<file path="src/rtl/board_update_scheduler_pkg.sv">
// Shared types and constants for the board tile-map update scheduler.
package board_pkg;

    localparam int ROWS       = 8;
    localparam int COLS       = 10;
    localparam int CELLS      = ROWS * COLS;
    localparam int FIFO_DEPTH = 4;
    localparam int ADDR_W     = 7;
    localparam int CNT_W      = $clog2(FIFO_DEPTH) + 1;

    // Tile codes understood by the renderer.
    localparam logic [3:0] TILE_RED     = 4'h1;
    localparam logic [3:0] TILE_GREEN   = 4'h2;
    localparam logic [3:0] TILE_BLUE    = 4'h3;
    localparam logic [3:0] TILE_YELLOW  = 4'h4;
    localparam logic [3:0] TILE_CYAN    = 4'h5;
    localparam logic [3:0] TILE_MAGENTA = 4'h6;
    localparam logic [3:0] TILE_ORANGE  = 4'h7;
    localparam logic [3:0] TILE_BLACK   = 4'h8;
    localparam logic [3:0] TILE_WHITE   = 4'h9;
    localparam logic [3:0] TILE_GRAY    = 4'hA;

    localparam logic [3:0] CLEAR_CODE   = TILE_BLACK;

    typedef struct packed {
        logic [2:0] row;
        logic [3:0] col;
        logic [3:0] code;
    } tile_req_t;

    typedef enum logic [1:0] {
        ST_IDLE,
        ST_DRAIN,
        ST_CLEAR
    } sched_state_t;

    // Linear tile-map address; row*COLS is a constant multiply.
    function automatic logic [ADDR_W-1:0] tile_addr(input logic [2:0] row, input logic [3:0] col);
        return ADDR_W'(row) * ADDR_W'(COLS) + ADDR_W'(col);
    endfunction

endpackage

</file>
<file path="src/rtl/board_update_scheduler_if.sv">
// Requester, clear, status and tile-map write signals of the scheduler.
interface board_update_scheduler_if;
    import board_pkg::*;

    logic              vblank;
    logic              req0_valid;
    logic              req0_ready;
    logic [2:0]        req0_row;
    logic [3:0]        req0_col;
    logic [3:0]        req0_code;
    logic              req1_valid;
    logic              req1_ready;
    logic [2:0]        req1_row;
    logic [3:0]        req1_col;
    logic [3:0]        req1_code;
    logic              clr_req;
    logic              clr_busy;
    logic              map_we;
    logic [ADDR_W-1:0] map_addr;
    logic [3:0]        map_wdata;
    logic [CNT_W-1:0]  pending;
    logic              commit_done;
    logic              err_drop;

    // Game logic / timing side.
    modport master (
        output vblank, req0_valid, req0_row, req0_col, req0_code,
               req1_valid, req1_row, req1_col, req1_code, clr_req,
        input  req0_ready, req1_ready, clr_busy, map_we, map_addr, map_wdata,
               pending, commit_done, err_drop
    );

    // Scheduler side.
    modport slave (
        input  vblank, req0_valid, req0_row, req0_col, req0_code,
               req1_valid, req1_row, req1_col, req1_code, clr_req,
        output req0_ready, req1_ready, clr_busy, map_we, map_addr, map_wdata,
               pending, commit_done, err_drop
    );

endinterface

</file>
<file path="src/rtl/board_update_scheduler_fifo.sv">
// Small synchronous FIFO of tile write requests; head is read combinationally.
module tile_req_fifo
    import board_pkg::*;
#(
    parameter int DEPTH = 4
) (
    input  logic                     clk,
    input  logic                     rst,
    input  logic                     push,
    input  tile_req_t                din,
    input  logic                     pop,
    output tile_req_t                dout,
    output logic                     full,
    output logic                     empty,
    output logic [$clog2(DEPTH):0]   count
);
    localparam int PTR_W = $clog2(DEPTH);

    tile_req_t        mem [DEPTH];
    logic [PTR_W-1:0] wr_ptr;
    logic [PTR_W-1:0] rd_ptr;

    assign dout  = mem[rd_ptr];
    assign full  = (count == (PTR_W+1)'(DEPTH));
    assign empty = (count == '0);

    // Storage needs no reset; occupancy decides what is valid.
    always_ff @(posedge clk) begin
        if (push) mem[wr_ptr] <= din;
    end

    // Pointers and occupancy; the caller never pushes when full or pops when empty.
    always_ff @(posedge clk or posedge rst) begin
        if (rst) begin
            wr_ptr <= '0;
            rd_ptr <= '0;
            count  <= '0;
        end else begin
            if (push) wr_ptr <= wr_ptr + 1'b1;
            if (pop)  rd_ptr <= rd_ptr + 1'b1;
            case ({push, pop})
                2'b10:   count <= count + 1'b1;
                2'b01:   count <= count - 1'b1;
                default: count <= count;
            endcase
        end
    end

endmodule

</file>
<file path="src/rtl/board_update_scheduler.sv">
// Arbitrates two tile-write requesters into a FIFO and commits queued writes
// (or a full-board clear sweep) to the tile map only during vblank.
module board_update_scheduler
    import board_pkg::*;
(
    input  logic                    clk,
    input  logic                    rst,
    board_update_scheduler_if.slave bus
);
    tile_req_t         req0, req1, acc_req, head;
    logic              full, empty;
    logic              both, rr, acc0, acc1, accepted, bad_col, push, pop;
    logic              vb_q, rise;
    logic              clr_busy, clr_wr, clr_last, done_set;
    logic [ADDR_W-1:0] clr_cnt;
    logic              map_we;
    logic [ADDR_W-1:0] map_addr;
    logic [3:0]        map_wdata;
    logic              commit_done, err_drop;
    sched_state_t      state, state_nx;

    assign req0 = '{row: bus.req0_row, col: bus.req0_col, code: bus.req0_code};
    assign req1 = '{row: bus.req1_row, col: bus.req1_col, code: bus.req1_code};

    // Round-robin only matters on contention; the loser sees ready low.
    assign both           = bus.req0_valid & bus.req1_valid;
    assign bus.req0_ready = !full && !(both &&  rr);
    assign bus.req1_ready = !full && !(both && !rr);
    assign acc0           = bus.req0_valid & bus.req0_ready;
    assign acc1           = bus.req1_valid & bus.req1_ready;
    assign accepted       = acc0 | acc1;
    assign acc_req        = acc1 ? req1 : req0;
    assign bad_col        = 32'(acc_req.col) >= COLS;
    assign push           = accepted & !bad_col;

    assign rise     = bus.vblank & !vb_q;
    assign clr_last = (clr_cnt == ADDR_W'(CELLS - 1));

    tile_req_fifo #(.DEPTH(FIFO_DEPTH)) u_fifo (
        .clk   (clk),
        .rst   (rst),
        .push  (push),
        .din   (acc_req),
        .pop   (pop),
        .dout  (head),
        .full  (full),
        .empty (empty),
        .count (bus.pending)
    );

    // Arbiter pointer, vblank edge detect and bad-column flag.
    always_ff @(posedge clk or posedge rst) begin
        if (rst) begin
            rr       <= 1'b0;
            vb_q     <= 1'b0;
            err_drop <= 1'b0;
        end else begin
            if (both && !full) rr <= !rr;
            vb_q     <= bus.vblank;
            err_drop <= accepted & bad_col;
        end
    end

    // State register.
    always_ff @(posedge clk or posedge rst) begin
        if (rst) state <= ST_IDLE;
        else     state <= state_nx;
    end

    // Next state: a commit window opens on the vblank rising edge; a pending clear wins.
    always_comb begin
        state_nx = state;
        case (state)
            ST_IDLE: begin
                if (rise) begin
                    if (clr_busy)    state_nx = ST_CLEAR;
                    else if (!empty) state_nx = ST_DRAIN;
                end
            end
            ST_DRAIN: if (empty || !bus.vblank) state_nx = ST_IDLE;
            ST_CLEAR: if (bus.vblank && clr_last) state_nx = empty ? ST_IDLE : ST_DRAIN;
            default:  state_nx = ST_IDLE;
        endcase
    end

    // Per-cycle strobes: the first write of a window happens on the rising-edge cycle itself.
    always_comb begin
        pop      = 1'b0;
        clr_wr   = 1'b0;
        done_set = 1'b0;
        case (state)
            ST_IDLE: begin
                if (rise) begin
                    if (clr_busy)    clr_wr = 1'b1;
                    else if (!empty) pop    = 1'b1;
                end
            end
            ST_DRAIN: begin
                if (bus.vblank && !empty) pop      = 1'b1;
                else                      done_set = 1'b1;
            end
            ST_CLEAR: begin
                if (bus.vblank) begin
                    clr_wr   = 1'b1;
                    done_set = clr_last && empty;
                end
            end
            default: ;
        endcase
    end

    // Clear request latch and sweep counter; the counter holds while vblank is low.
    always_ff @(posedge clk or posedge rst) begin
        if (rst) begin
            clr_busy <= 1'b0;
            clr_cnt  <= '0;
        end else begin
            if (clr_wr) clr_cnt <= clr_last ? '0 : clr_cnt + 1'b1;
            if (clr_wr && clr_last) clr_busy <= 1'b0;
            else if (bus.clr_req)   clr_busy <= 1'b1;
        end
    end

    // Registered tile-map write port and commit-done pulse.
    always_ff @(posedge clk or posedge rst) begin
        if (rst) begin
            map_we      <= 1'b0;
            map_addr    <= '0;
            map_wdata   <= '0;
            commit_done <= 1'b0;
        end else begin
            commit_done <= done_set;
            if (pop) begin
                map_we    <= 1'b1;
                map_addr  <= tile_addr(head.row, head.col);
                map_wdata <= head.code;
            end else if (clr_wr) begin
                map_we    <= 1'b1;
                map_addr  <= clr_cnt;
                map_wdata <= CLEAR_CODE;
            end else begin
                map_we    <= 1'b0;
            end
        end
    end

    assign bus.map_we      = map_we;
    assign bus.map_addr    = map_addr;
    assign bus.map_wdata   = map_wdata;
    assign bus.commit_done = commit_done;
    assign bus.err_drop    = err_drop;
    assign bus.clr_busy    = clr_busy;

endmodule

</file>
<file path="src/flat_wrapper.sv">
// flat-port wrapper written by rule: the top's interface ports become plain ports
module board_update_scheduler_flat import board_pkg::*;
  (clk, rst, bus_vblank, bus_req0_valid, bus_req0_row, bus_req0_col, bus_req0_code, bus_req1_valid, bus_req1_row, bus_req1_col, bus_req1_code, bus_clr_req, bus_req0_ready, bus_req1_ready, bus_clr_busy, bus_map_we, bus_map_addr, bus_map_wdata, bus_pending, bus_commit_done, bus_err_drop);
  board_update_scheduler_if bus_i ();
  input  logic clk;
  input  logic rst;
  input wire logic [$bits(bus_i.vblank)-1:0] bus_vblank;
  input wire logic [$bits(bus_i.req0_valid)-1:0] bus_req0_valid;
  input wire logic [$bits(bus_i.req0_row)-1:0] bus_req0_row;
  input wire logic [$bits(bus_i.req0_col)-1:0] bus_req0_col;
  input wire logic [$bits(bus_i.req0_code)-1:0] bus_req0_code;
  input wire logic [$bits(bus_i.req1_valid)-1:0] bus_req1_valid;
  input wire logic [$bits(bus_i.req1_row)-1:0] bus_req1_row;
  input wire logic [$bits(bus_i.req1_col)-1:0] bus_req1_col;
  input wire logic [$bits(bus_i.req1_code)-1:0] bus_req1_code;
  input wire logic [$bits(bus_i.clr_req)-1:0] bus_clr_req;
  output wire logic [$bits(bus_i.req0_ready)-1:0] bus_req0_ready;
  output wire logic [$bits(bus_i.req1_ready)-1:0] bus_req1_ready;
  output wire logic [$bits(bus_i.clr_busy)-1:0] bus_clr_busy;
  output wire logic [$bits(bus_i.map_we)-1:0] bus_map_we;
  output wire logic [$bits(bus_i.map_addr)-1:0] bus_map_addr;
  output wire logic [$bits(bus_i.map_wdata)-1:0] bus_map_wdata;
  output wire logic [$bits(bus_i.pending)-1:0] bus_pending;
  output wire logic [$bits(bus_i.commit_done)-1:0] bus_commit_done;
  output wire logic [$bits(bus_i.err_drop)-1:0] bus_err_drop;
  assign bus_i.vblank = bus_vblank;
  assign bus_i.req0_valid = bus_req0_valid;
  assign bus_i.req0_row = bus_req0_row;
  assign bus_i.req0_col = bus_req0_col;
  assign bus_i.req0_code = bus_req0_code;
  assign bus_i.req1_valid = bus_req1_valid;
  assign bus_i.req1_row = bus_req1_row;
  assign bus_i.req1_col = bus_req1_col;
  assign bus_i.req1_code = bus_req1_code;
  assign bus_i.clr_req = bus_clr_req;
  assign bus_req0_ready = bus_i.req0_ready;
  assign bus_req1_ready = bus_i.req1_ready;
  assign bus_clr_busy = bus_i.clr_busy;
  assign bus_map_we = bus_i.map_we;
  assign bus_map_addr = bus_i.map_addr;
  assign bus_map_wdata = bus_i.map_wdata;
  assign bus_pending = bus_i.pending;
  assign bus_commit_done = bus_i.commit_done;
  assign bus_err_drop = bus_i.err_drop;
  board_update_scheduler u_core (.clk(clk), .rst(rst), .bus(bus_i));
endmodule
</file>
<file path="config.mk">
export PLATFORM = sky130hd
export DESIGN_NAME = board_update_scheduler_flat
export DESIGN_NICKNAME = d
export VERILOG_FILES = /design/src/rtl/board_update_scheduler_pkg.sv /design/src/rtl/board_update_scheduler_if.sv /design/src/rtl/board_update_scheduler_fifo.sv /design/src/rtl/board_update_scheduler.sv /design/src/flat_wrapper.sv
export SDC_FILE = /design/constraint.sdc
export NUM_CORES = 1
export LEC_CHECK = 0
export CORE_MARGIN = 3
export CORE_UTILIZATION = 39
export CTS_CLUSTER_SIZE = 24
export DETAILED_ROUTE_END_ITERATION = 8
export PLACE_DENSITY = 0.63
export RECOVER_POWER = 50
export SLEW_MARGIN = 0
export SYNTH_ARGS = -nofsm -noshare
export SYNTH_HDL_FRONTEND = slang
export SYNTH_HIERARCHICAL = 1
export SYNTH_SLANG_ARGS = --single-unit
</file>
<file path="constraint.sdc">
create_clock -name clk -period 3.1 [get_ports clk]
set_input_delay 0.775 -clock clk [delete_from_list [all_inputs] [get_ports clk]]
set_output_delay 0.775 -clock clk [all_outputs]
set_load 0.03 [all_outputs]
</file>
==> results by stage, run 1 <==
Status:
- The run finished with clean final reports.

Power and ir drop:
- The power per unit of standard cell area is 984 mW/mm².
- IR analysis of the VDD net gives a maximum drop of 282 µV.
- Overall power consumption after layout is estimated at 4400 µW.
- The total leakage power is 0.00180 µW.

Timing:
- Counting I/O delays and the setup requirement, the final critical path takes 3.00 ns.
- The final clock skew is 0.00840 ns.
- The final max-slew violation count came to 0.
- Summed over all failing endpoints, the final setup total negative slack is 0 ns.
- The final hold violation count came to 0.
- Setup violations remaining at the end of the flow were counted as 0.
- The worst pin sits at a relative slew slack of 0.0226.
- Setup repair after global routing left no endpoint under its margin.
- Dividing the final minimum period by the clock period gives 0.969.
- At the pin with the least slew margin, the transition time is 1.47 ns.
- The worst path meets setup with 0.0965 ns of slack.
- The maximum achievable frequency is 333 MHz.

Route:
- The number of routed nets with antenna violations is 0.
- In the final routing, the length of wire on met1 measures 3.00 mm.
- Dividing the detail-routed wire length by the instance count gives 15.4 µm.
- The routed layout has 2224 vias.
- After detailed routing, no signal wire sits above met4.
- In the detailed route, the total length drawn on met3 is 232 µm.
- The routed design has 6.74 mm of wire.
- After detailed routing, the number of vias per cell comes to 5.08.
- The number of violations reported at the end of detailed-routing iteration 0 is 63.
- Wire segments on met2 add up to 3.44 mm in the final route.
- The pre-antenna-repair detailed-routing pass consisted of 5 iterations.
- In the routed design, unresolved DRC markers number 0.

Yosys:
- The synthesized-area fraction occupied by ao, oa, aoi and oai cells is 0.0602.
- In the synthesized netlist, the cells that appear most often are edfxtp_1 (44), dfrtp_1 (33), nand2_1 (23).
- The commonest register cell after synthesis is edfxtp_1.
- The synthesized design contains 77 register bits.
- In this run, distinct cell masters in the synthesized netlist total 47.
- The most frequent cell after synthesis is edfxtp_1.
- The dominant combinational cell family by area after synthesis is multiplexers.
- Counting every instance in the synthesized netlist gives 263.
- The synthesis warning total is 6.
- A synthesized cell averages 13.9 µm².
- The cell type with the highest aggregate area in the netlist is edfxtp_1.
- Of the total synthesized cell area, the portion taken by XOR and XNOR cells is 0.0335.
- The post-synthesis simple-gate area fraction is 0.0934.
- The arithmetic-cell share of the synthesized area counting full adders, half adders and majority gates is 0.0622.
- The share of synthesized flip-flops with an asynchronous set or reset is 0.429.
- In this run, synthesis inferred 44 flip-flops with an integrated enable.
- After synthesis, the cell types taking the most area are edfxtp_1 (36%), dfrtp_1 (23%), ha_1 (5.1%).
- The cell area after technology mapping is 0.00366 mm².
- The number of nets in the synthesized netlist is 308.
- The proportion of netlist area held by the largest area contributor is 0.361.
- The share of cell area taken by muxes after synthesis is 0.133.
- The share of the Yosys chip area taken by registers is 0.587.

CTS:
- The number of resized instances in the post-cts repair step is 0.
- The TritonCTS buffer count is 9.
- The number of clock sinks seen by CTS is 77.
- Clock-pin slew was measured on the worst setup and hold paths at 0.09 ns.
- The clock reaches the later pin of the worst-skew pair after 0.35 ns.
- The H-tree was split into 3 levels.
- The cell at the root of the clock tree is clkbuf_8.
- The CTS tree is built.
- The post-cts hold buffer count is 0.
- The longest clock path from root to sink contains 2 buffers.
- The total setup buffers inserted after CTS is 0.

Setup path:
- The cell family contributing the most delay on the critical path is buffers and inverters.
- The sort of element at the end of the critical path is an output port.
- The critical path in this run is classified as in -> out.
- STA puts the critical path data required time at 2.32 ns.
- The worst setup path is launched from a primary input.
- The arrival time of the worst setup path is 2.23 ns.
- The critical path goes through clkdlybuf4s50_1 -> buf_4 -> nand2_1 -> nor2_1 -> nor2_1 -> clkdlybuf4s50_1.
- The critical-path cell with the highest stage delay is clkdlybuf4s50_1.
- The number of buffers and inverters on the critical path is 3.
- On the worst path, the slowest cell contributes a delay of 0.68 ns.
- Of all nets on the critical path, the largest fanout is 3.

Final layout:
- The post-layout instance area is 0.00447 mm².
- The area growth from synthesis to layout is 22.3%.
- Of the cells placed in the final design, the portion with a size suffix greater than 1 is 0.103.
- 0 antenna diodes ended up in the layout.
- The layout net count is 370.

Placement:
- Detailed placement ended at an HPWL of 4.86 mm.
- Once placement finished, the instance area stood at 0.00431 mm².
- During placement, the flow inserted port buffers numbering 47.
- At the placement stage, the worst setup path has a slack of 0.0205 ns.
- At the end of routability-driven placement, the weighted congestion stood at 0.811.

Global route:
- The first global-routing pass estimated 11.3 mm of wire.
- The initial antenna violation count is 0.
- The overflow left after global routing is 0.
- The number of global-route vias before repair is 2326.
- The global routing usage summed across all routing layers is 0.142.
- The largest net degree at the start of global routing is 27.

Floorplanning:
- The y dimension of the die is 103 µm.
- Row generation in the floorplan step produced 34 rows.
- The number of placed I/O pins is 48.
- The core box area is 0.00893 mm².
- The die is 103 µm wide.
- The starting density of the core is 0.410.
- The overall die area is 0.0106 mm².

Run:
- Across the run, the number of max-cap violations was 0.

Hold path:
- The class of the most critical hold timing path is reg -> reg.
==> per-layer routing <==
layer / track usage / vias to the layer above
met5: 0 / -
met4: 0.0538 / 0
met3: 0.0284 / 10
met2: 0.241 / 47
met1: 0.179 / 1082
li1: - / 1085
==> cell families (layout without fill, tap and decap cells) <==
logic type | Yosys count | count (layout)
xor+xnor | 14 | 14
flops | 77 | 77
fa+ha+maj | 17 | 17
compound gates | 29 | 29
buf+inv | 24 | 91
simple gates | 70 | 70
mux | 32 | 32
==> worst reg2reg max path: stages, from the launching register on <==
cell	delay, ns
dfrtp_1	0.66
mux4_1	0.69
ha_1	0.23
ha_1	0.18
ha_1	0.30
nand2_1	0.06
nor3_1	0.22
xnor2_1	0.15
mux2i_1	0.08
==> final cells by class <==
cell class	instances	area [µm²]
Inverter	15	56.3
Sequential cell	77	2150
Clock inverter	7	87.6
Tap cell	108	135
Multi-Input combinational cell	162	1370
Clock buffer	9	124
Timing Repair Buffer	60	549
Fill cell	794	4460
==> flip-flops by register name (all words and copies together) (netlist names) <==
register                cells
u_core/u_fifo/rd_ptr        2
u_core/vb_q                 1
u_core/bus.map_we           1
u_core/rr                   1
u_core/state                2
u_core/bus.map_wdata        4
u_core/bus.map_addr         7
u_core/bus.commit_done      1
u_core/u_fifo/mem          44
u_core/u_fifo/wr_ptr        2
u_core/bus.err_drop         1
u_core/u_fifo/count         3
u_core/bus.clr_busy         1
u_core/clr_cnt              7
==> where the power goes <==
group	switching (µW)	total [µW]	internal, µW
logic	1040	1960	920
clock network	405	798	393
registers	213	1650	1440
total	1650	4400	2750
==> placed cells by master (no fill, tap or decap), types with 6 or more instances in the layout <==
| cell type | n |
|---|---|
| clkbuf_8 | 9 |
| clkdlybuf4s50_1 | 45 |
| inv_1 | 15 |
| a31oi_1 | 6 |
| dfrtp_1 | 33 |
| nor2_1 | 18 |
| edfxtp_1 | 44 |
| mux2i_1 | 7 |
| buf_4 | 8 |
| mux2_1 | 13 |
| xor2_1 | 7 |
| nand2_1 | 23 |
| mux4_2 | 8 |
| ha_1 | 15 |
| xnor2_1 | 7 |
==> final timing paths <==
check | startpoint | endpoint | slack [ns] | cells past startpoint
setup / recovery | bus_req0_valid | bus_req1_ready | 0.1 | 6
hold / removal | u_core/bus.map_wdata[2] | u_core/bus.map_wdata[2] | 0.52 | 2
setup reg to reg | u_core/u_fifo/rd_ptr[0] | u_core/bus.map_addr[6] | 0.39 | 8
hold reg to reg | u_core/bus.map_wdata[2] | u_core/bus.map_wdata[2] | 0.52 | 2
max in group asynchronous | rst | u_core/bus.map_addr[1] | 0.86 | 3
min in group asynchronous | rst | u_core/u_fifo/rd_ptr[0] | 0.82 | 2
==> per-stage QoR <==
| step | util | hold slack [ns] | instances |
|---|---|---|---|
| 2_1_floorplan | - | 0.475 | 263 |
| 3_3_place_gp | 0.482 | 0.494 | 422 |
| 3_5_place_dp | 0.482 | 0.499 | 422 |
| 4_1_cts | 0.506 | 0.518 | 438 |
| 5_1_grt | 0.501 | 0.537 | 438 |
| 6_report | 0.501 | 0.521 | 438 |
(Power assumes the default switching activity.)
==> inputs of run 2 (changes only) <==
- HOLD_SLACK_MARGIN: not set -> 0.12
==> results of run 2 <==
Final layout, timing and power as in run 1 (identical DEF).
